--- src/rtl/vram_scan_arbiter.sv ---
// Shares one single-port frame-buffer BRAM between up-scaled scan-out reads and draw-engine writes.
// Pixel data is 2 cycles behind hen/ven; a write waits at most 1 cycle (read slots only), never stalls in blanking.
module vram_scan_arbiter #(
   parameter int H_ACT       = 800,
   parameter int V_ACT       = 600,
   parameter int SCALE_SHIFT = 2,
   parameter int DW          = 12,
   parameter int AW          = 15
) (
   input  logic          clk,
   input  logic          rstn,
   input  logic          hen,
   input  logic          ven,
   input  logic          hs,
   input  logic          vs,
   input  logic          wr_valid,
   output logic          wr_ready,
   input  logic [AW-1:0] wr_addr,
   input  logic [DW-1:0] wr_data,
   output logic [AW-1:0] mem_addr,
   output logic          mem_we,
   output logic [DW-1:0] mem_wdata,
   input  logic [DW-1:0] mem_rdata,
   output logic [DW-1:0] rgb,
   output logic          hs_o,
   output logic          vs_o,
   output logic          den_o,
   output logic          frame_done
);
   localparam int                     FB_W     = H_ACT >> SCALE_SHIFT;
   localparam int                     FB_H     = V_ACT >> SCALE_SHIFT;
   localparam logic [AW:0]            FB_SIZE  = (AW+1)'(FB_W * FB_H);
   localparam logic [AW-1:0]          ROW_STEP = AW'(FB_W);
   localparam logic [SCALE_SHIFT-1:0] SUB_LAST = '1;
   localparam logic [SCALE_SHIFT-1:0] SUB_ONE  = SCALE_SHIFT'(1);

   logic [10:0]            x;
   logic                   hen_d;
   logic                   ven_d;
   logic [SCALE_SHIFT-1:0] sub_y;
   logic [AW-1:0]          row_base;
   logic                   slot_d;
   logic [DW-1:0]          pix;
   logic [1:0]             hs_pipe;
   logic [1:0]             vs_pipe;
   logic [1:0]             den_pipe;

   logic                   active;
   logic                   slot;
   logic                   line_end;
   logic                   in_range;
   logic [AW-1:0]          rd_addr;

   always_comb begin
      active   = hen & ven;
      slot     = active & (x[SCALE_SHIFT-1:0] == '0);
      line_end = hen_d & ~hen & ven;
      rd_addr  = row_base + AW'(x >> SCALE_SHIFT);
      in_range = {1'b0, wr_addr} < FB_SIZE;
   end

   // Out-of-range writes still handshake; only the BRAM strobe is suppressed.
   assign wr_ready   = ~slot;
   assign mem_addr   = (slot & rstn) ? rd_addr : wr_addr;
   assign mem_we     = rstn & ~slot & wr_valid & in_range;
   assign mem_wdata  = wr_data;

   assign rgb        = den_o ? pix : '0;
   assign hs_o       = hs_pipe[1];
   assign vs_o       = vs_pipe[1];
   assign den_o      = den_pipe[1];
   assign frame_done = rstn & ven_d & ~ven;

   always_ff @(posedge clk) begin
      if (!rstn) begin
         x        <= '0;
         hen_d    <= 1'b0;
         ven_d    <= 1'b0;
         sub_y    <= '0;
         row_base <= '0;
         slot_d   <= 1'b0;
         pix      <= '0;
         hs_pipe  <= '0;
         vs_pipe  <= '0;
         den_pipe <= '0;
      end else begin
         hen_d <= hen;
         ven_d <= ven;
         x     <= active ? x + 11'd1 : 11'd0;

         // Vertical blanking overrides a coincident line end so each frame restarts at row 0.
         if (!ven) begin
            sub_y    <= '0;
            row_base <= '0;
         end else if (line_end) begin
            sub_y <= sub_y + SUB_ONE;
            if (sub_y == SUB_LAST) begin
               row_base <= row_base + ROW_STEP;
            end
         end

         slot_d <= slot;
         if (slot_d) begin
            pix <= mem_rdata;
         end

         hs_pipe  <= {hs_pipe[0], hs};
         vs_pipe  <= {vs_pipe[0], vs};
         den_pipe <= {den_pipe[0], active};
      end
   end

endmodule

--- config.mk ---
export PLATFORM = sky130hd
export DESIGN_NAME = vram_scan_arbiter
export DESIGN_NICKNAME = d
export VERILOG_FILES = /design/src/rtl/vram_scan_arbiter.sv
export SDC_FILE = /design/constraint.sdc
export NUM_CORES = 1
export LEC_CHECK = 0
export BUFFER_PORTS_ARGS = -buffer_cell sky130_fd_sc_hd__buf_2
export CAP_MARGIN = 10
export CELL_PAD_IN_SITES_DETAIL_PLACEMENT = 0
export CELL_PAD_IN_SITES_GLOBAL_PLACEMENT = 1
export CORE_AREA = 2 2 84 86
export DETAILED_ROUTE_END_ITERATION = 10
export DIE_AREA = 0 0 86 88
export PLACE_DENSITY = 0.85
export SLEW_MARGIN = 20
export SYNTH_ARGS = -nofsm -noshare
export SYNTH_HDL_FRONTEND = slang
export SYNTH_SLANG_ARGS = --single-unit
--- constraint.sdc ---
create_clock -name clk -period 3.9 [get_ports clk]
set_input_delay 0.195 -clock clk [delete_from_list [all_inputs] [get_ports clk]]
set_output_delay 0.195 -clock clk [all_outputs]
set_load 0.01 [all_outputs]
==> results of run 1 <==
[critical path, stage by stage (launching register included)]
cell and delay (ps):
dfxtp_1 420, ha_1 230, inv_1 70, fa_1 400, nor2b_1 160, o31a_1 200
o21ai_1 120, nor3b_1 160, o31ai_1 290, buf_2 190
[synth_stat cells (all sizes together) (2+ instances only)]
cell type / instances
xnor2: 12
o311a: 2
nand3: 13
clkbuf: 6
dfxtp: 46
and2: 19
or3: 2
nand2: 32
mux2i: 15
inv: 10
a211oi: 5
o21ai: 13
nor3b: 4
a21o: 3
and3: 3
nor2b: 14
ha: 10
buf: 15
a21oi: 5
xor2: 14
nor2: 29
nor3: 2
[area by class of cell]
class                      instances  area (um2)
tap                               80         100
multi-input combinational        211        1430
timing repair buffer              66         330
clock inverter                     3        23.8
sequential                        46         921
fill                             652        3730
inverter                          10        37.5
clock buffer                       5        68.8
[stage by stage]
step                      utilization  instance area (um2)  std cells  power [uW]  hold slack, ps
after floorplan                     -                 2520        288         550             317
after global placement          0.424                 2820        413         576             390
after detailed placement        0.424                 2820        413         577             390
after CTS                       0.438                 2910        421         883            88.8
after global routing            0.438                 2910        421         910            92.5
final                           0.438                 2910        421         867            97.5
[sequential cells by signal, summed over array words and instances (netlist names)]
register / flops
row_base: 12
vs_pipe: 2
hs_pipe: 2
den_pipe: 2
slot_d: 1
sub_y: 2
pix: 12
hen_d: 1
ven_d: 1
x: 11
[power groups by stage]
stage | Clock (uW) | Sequential, uW | Combinational [uW]
finish | 303 | 485 | 80.0
detailed placement | 0 | 496 | 81.1
CTS | 316 | 485 | 81.4
floorplan | 0 | 493 | 57.1
global placement | 0 | 496 | 80.2
global route | 335 | 487 | 88.9
[logic make-up after synthesis]
family	share of synthesized area
compound gates	0.0999
xor+xnor	0.0905
fa+ha+maj	0.0577
buf+inv	0.0661
flops	0.366
mux	0.0596
simple gates	0.260
[layer usage]
layer	GRT usage	share of wire
met1	0.196	0.49
met2	0.234	0.44
met3	0.0339	0.060
met4	0.0447	0.012
met5	0	0
[worst max-delay path by stage]
stage	start	endpoint	slack, ps	cells past startpoint
final	row_base[3]$_SDFFE_PN0P_	mem_addr[9]	1160	9
after global routing	row_base[3]$_SDFFE_PN0P_	mem_addr[9]	980	9
after CTS	row_base[3]$_SDFFE_PN0P_	mem_addr[9]	1150	9
after detailed placement	rstn	mem_addr[11]	1480	11
after global placement	rstn	mem_addr[11]	1560	11
after floorplan	row_base[3]$_SDFFE_PN0P_	mem_addr[9]	1790	8
==> reports/metrics.csv, run 1 <==
metric;value;unit
outcome;completed;
place.gp.congestion;0.821;
crit_required;3700;ps
drt_pass1_iterations;4;
wl_per_cell;12.9;um
arrival;2550;ps
place_ws;1480;ps
io_buffers;66;
drv_cap;0;
antenna_cells;0;
synthFlopType;dfxtp_1;
slew_headroom;0.536;
nets;397;
seq_power_share;0.559;
skew;7.94;ps
clkLatencyLatePin;300;ps
post-route-period-util;0.703;
die_h;88;um
tritoncts;built;
clock_tree.root_cell;clkbuf_8;
numCtsBuffers;5;
tightestPinTransition;695;ps
final_hold_viol_count;0;
antenna_left;0;
start_kind;flop;
slew_violations;0;
p_per_area;298;mW/mm2
combinationalPowerShare;0.092;
hold_path_end;vs_pipe[0]$_SDFF_PN0_;
critical_path_class;flop to primary output;
synth_top_area_frac;0.366;
synth.net_count;345;
r2r_end;row_base[11]$_SDFFE_PN0P_;
synth_edf_count;0;
clock_path_buffers;2;
yosysSeqAreaShare;0.366;
r2r_cells;6;
die_w;86;um
avgViaCountPerCell;4.82;
start_util;0.379;
clkTransAtPathRegs;90;ps
min_from;vs;
cts_hold_buffers;0;
hold_path_depth;2;
netlist_area;0.00252;mm2
clock-sinks;46;
post-cts-setup-buffers;0;
drc;0;
num_vias;2030;
core-area;0.00664;mm2
endpoint_kind;primary output;
syn2layout_area_growth;15.7;%
placementRows;30;
synthArstFlopShare;0;
grt_usage;0.146;
dieArea;0.00757;mm2
synth-seq-cells;46;
power.switching;223;uW
final_cell_mix;buf_2, dfxtp_1, nand2_1, nor2_1, and2_1;
grt_antenna_before_repair;0;
fmax;365;MHz
reg2reg_from;sub_y[0]$_SDFFE_PN0P_;
p_int;645;uW
synth_area_leaders;dfxtp_1, mux2i_1, ha_1, xor2_1, and2_1;
synthCells;288;
grt_pass1_vias;1878;
synth_top_area_cell;dfxtp_1;
leakagePower;0.00125;uW
ys_warn_count;0;
grt_pass1_wl;8.80;mm
final_common_cell;buf_2;
hpwl;4.19;mm
setup_viol;0;
path_max_fanout;5;
clkPwrFrac;0.349;
min_period;2740;ps
setup_tns;0;ps
overflow;0;
cts_resized;0;
min_path_type;input port to flop;
boundaryPins;91;
drive_gt1_frac;0.258;
wl;5.41;mm
synth.avg_cell_area;8.74;um2
drtIter0Drc;69;
synth.distinct_cells;46;
power.share.switching;0.257;
htreeDepth;2;
vdd_drop_max;122;uV
r2r_slack;2390;ps
rsz0062_at_grt;false;
grt_max_degree;29;
layout_setup_ws;1160;ps
Power figures use the tool's default switching activity.
==> inputs of run 2 (changes only) <==
--- a/config.mk
+++ b/config.mk
@@ -5,14 +5,15 @@
 export SDC_FILE = /design/constraint.sdc
 export NUM_CORES = 1
 export LEC_CHECK = 0
+export ABC_AREA = 1
 export BUFFER_PORTS_ARGS = -buffer_cell sky130_fd_sc_hd__buf_2
 export CAP_MARGIN = 10
 export CELL_PAD_IN_SITES_DETAIL_PLACEMENT = 0
 export CELL_PAD_IN_SITES_GLOBAL_PLACEMENT = 1
-export CORE_AREA = 2 2 84 86
+export CORE_AREA = 2 2 96 98
 export DETAILED_ROUTE_END_ITERATION = 10
-export DIE_AREA = 0 0 86 88
-export PLACE_DENSITY = 0.85
+export DIE_AREA = 0 0 98 100
+export PLACE_DENSITY = 0.77
 export SLEW_MARGIN = 20
 export SYNTH_ARGS = -nofsm -noshare
 export SYNTH_HDL_FRONTEND = slang
==> constraint.sdc (replaced) <==
create_clock -name clk -period 2.4 [get_ports clk]
set_input_delay 0.12 -clock clk [delete_from_list [all_inputs] [get_ports clk]]
set_output_delay 0.12 -clock clk [all_outputs]
set_load 0.01 [all_outputs]
==> reports/metrics.csv, run 2 <==
metric;value;unit;change
synth.most_common_cell;nand2_1;;was dfxtp_1
rsz0062_at_grt;false;;unchanged
overflow;0;;unchanged
r2r_cells;5;;was 6
crit_path_max_incr_delay;400;ps;was 420 ps
synth.net_count;468;;was 345
grt_pass1_wl;10.6;mm;was 8.80 mm
netlist_area;0.00266;mm2;was 0.00252 mm2
tightestPinTransition;577;ps;was 695 ps
power.switching;359;uW;was 223 uW
synth.distinct_cells;30;;was 46
clkLatencyLatePin;300;ps;about the same
path_cells;ha_1 > inv_1 > fa_1 > inv_1 > nand2_1 > nand3_1 > nand2_1 > a31oi_1 > buf_2;;was ha_1 > inv_1 > fa_1 > nor2b_1 > o31a_1 > o21ai_1 > nor3b_1 > o31ai_1 > buf_2
grt_usage;0.133;;was 0.146
synth_commonest_cells;nand2_1, inv_1, nor2_1;;was dfxtp_1, nand2_1, nor2_1
drv_cap;0;;unchanged
final_cell_mix;nand2_1, buf_2, inv_1;;was buf_2, dfxtp_1, nand2_1, nor2_1, and2_1
p_int;1150;uW;was 645 uW
placementRows;35;;was 30
drt_pass1_iterations;4;;unchanged
synth_top_area_cell;dfxtp_1;;unchanged
grt_pass1_vias;2327;;was 1878
reg2reg_from;row_base[9]$_SDFFE_PN0P_;;was sub_y[0]$_SDFFE_PN0P_
synth.avg_cell_area;6.48;um2;was 8.74 um2
start_util;0.300;;was 0.379
drc;0;;unchanged
setup_viol;0;;unchanged
critical_path_class;flop to primary output;;unchanged
slew_violations;0;;unchanged
hpwl;5.03;mm;was 4.19 mm
final_common_cell;nand2_1;;was buf_2
outcome;completed;;unchanged
clkTransAtPathRegs;80;ps;was 90 ps
grt_antenna_before_repair;0;;unchanged
place.gp.congestion;0.818;;was 0.821
num_vias;2543;;was 2030
p_per_area;481;mW/mm2;was 298 mW/mm2
slew_headroom;0.615;;was 0.536
crit_required;2280;ps;was 3700 ps
skew;6.64;ps;was 7.94 ps
nets;523;;was 397
clkPwrFrac;0.383;;was 0.349
clock_path_buffers;2;;unchanged
yosysSeqAreaShare;0.346;;was 0.366
vdd_drop_max;219;uV;was 122 uV
slowest_stage;dfxtp_1;;unchanged
core-area;0.00889;mm2;was 0.00664 mm2
hold_path_depth;3;;was 2
path_max_fanout;5;;unchanged
start_kind;flop;;unchanged
endpoint_kind;primary output;;unchanged
wl_per_cell;11.2;um;was 12.9 um
clock-sinks;46;;unchanged
drive_gt1_frac;0.191;;was 0.258
synth_top_area_frac;0.346;;was 0.366
dieArea;0.00980;mm2;was 0.00757 mm2
arrival;2150;ps;was 2550 ps
min_path_type;input port to flop;;unchanged
drtIter0Drc;126;;was 69
synthArstFlopShare;0;;unchanged
post_layout_nonfiller_instances;578;;was 421
syn2layout_area_growth;17.8;%;was 15.7%
grt_max_degree;23;;was 29
synthFlopType;dfxtp_1;;unchanged
htreeDepth;2;;unchanged
synth_area_leaders;dfxtp_1, nand2_1, inv_1, nor2_1, nand3_1;;was dfxtp_1, mux2i_1, ha_1, xor2_1, and2_1
cp_top_family;adder cells;;unchanged
seq_power_share;0.525;;was 0.559
synth_edf_count;0;;unchanged
crit_buf_inv;3;;was 2
r2r_end;row_base[13]$_SDFFE_PN0P_;;was row_base[11]$_SDFFE_PN0P_
ys_warn_count;0;;unchanged
synthCells;411;;was 288
reg_top3;pix (12), row_base (12), x (11);;unchanged
antenna_left;0;;unchanged
die_h;100;um;was 88 um
leakagePower;0.00163;uW;was 0.00125 uW
min_from;mem_rdata[3];;was vs
avgViaCountPerCell;4.40;;was 4.82
r2r_slack;1080;ps;was 2390 ps
fmax;440;MHz;
min_period;2270;ps;
combinationalPowerShare;0.092;;about the same
io_buffers;66;;unchanged
setup_tns;0;ps;unchanged
die_w;98;um;was 86 um
dp_cells;568;;was 413
antenna_cells;0;;unchanged
power.share.switching;0.238;;was 0.257
path_depth;9;;unchanged
post-route-period-util;0.947;;
synth-seq-cells;46;;unchanged
numCtsBuffers;5;;unchanged
clock_tree.root_cell;clkbuf_8;;unchanged
post-cts-setup-buffers;0;;unchanged
boundaryPins;91;;unchanged
tritoncts;built;;unchanged
wl;6.47;mm;was 5.41 mm
hold_path_end;pix[3]$_SDFFE_PN0P_;;was vs_pipe[0]$_SDFF_PN0_
final_hold_viol_count;0;;unchanged
==> run 2: changes by cell type after synthesis, sizes merged, moves of 10 or more <==
cell   before  now
and2       19    0
nand2      32  106
xor2       14    1
mux2i      15    0
nand3      13   33
nor2       29   61
o21ai      13   29
nor2b      14    0
a21oi       5   19
inv        10   65
xnor2      12    2
==> run 2: kinds of logic after synthesis <==
logic type	synth area share
AOI/OAI and AO/OA	0.0954
DFF	0.346
adders and majority gates	0.0545
buffers and inverters	0.145
and+or+nand+nor	0.349
xor gates and xnor gates	0.00987
==> run 2: timing repair <==
| item | 4_1_cts | 5_1_grt |
|---|---|---|
| endpoints found under the hold margin | 2 | 0 |
| hold buffers | 2 | 0 |
| setup endpoints to repair | 0 | 2 |
| gates resized for setup | 0 | 1 |
==> run 2: how the worst max path moves through the flow <==
stage	to	from
2_1_floorplan	mem_addr[9]	row_base[3]$_SDFFE_PN0P_
6_report	mem_addr[9]	x[5]$_SDFF_PN0_
3_3_place_gp	mem_addr[9]	row_base[3]$_SDFFE_PN0P_
4_1_cts	mem_addr[9]	row_base[3]$_SDFFE_PN0P_
3_5_place_dp	mem_addr[9]	row_base[3]$_SDFFE_PN0P_
5_1_grt	mem_addr[9]	x[5]$_SDFF_PN0_
==> run 2: tightest hold or removal path, stage by stage <==
cell and delay [ps]:
buf_2 80, nor2_1 30, nor2_1 80
==> run 2: through the flow <==
step,setup slack [ps],area [um2],total power (uW),hold WS (ps),utilization
final,128,3140,1510,42.2,0.353
after global routing,6.89,3140,1580,44.0,0.353
after CTS,116,3140,1530,33.4,0.353
after detailed placement,454,3010,948,240,0.338
after global placement,516,3010,947,240,0.338
after floorplan,754,2660,899,213,-
==> run 2: power groups by stage <==
stage | sequential (uW) | clock [uW] | combinational, uW
4_1_cts | 792 | 599 | 142
2_1_floorplan | 806 | 0 | 93.4
5_1_grt | 795 | 631 | 158
3_5_place_dp | 810 | 0 | 139
6_report | 792 | 578 | 140
3_3_place_gp | 809 | 0 | 138
==> run 2: area by class of cell <==
class	count	area, um2
repair buffers	69	358
clock buffers	6	72.6
multi-input cells	277	1360
well taps	111	139
fillers	957	5750
inverters	67	253
flip-flops and latches	46	922
clock inverters	2	37.5
==> run 2: layer usage <==
| layer | track usage | share of wire | wire [um] | up-vias |
|---|---|---|---|---|
| met1 | 0.171 | 0.47 | 3040 | 1092 |
| met2 | 0.223 | 0.46 | 2960 | 65 |
| li1 | - | - | - | 1375 |
| met3 | 0.0299 | 0.057 | 370 | 11 |
| met4 | 0.0427 | 0.015 | 100 | 0 |
| met5 | 0 | 0 | 0 | - |
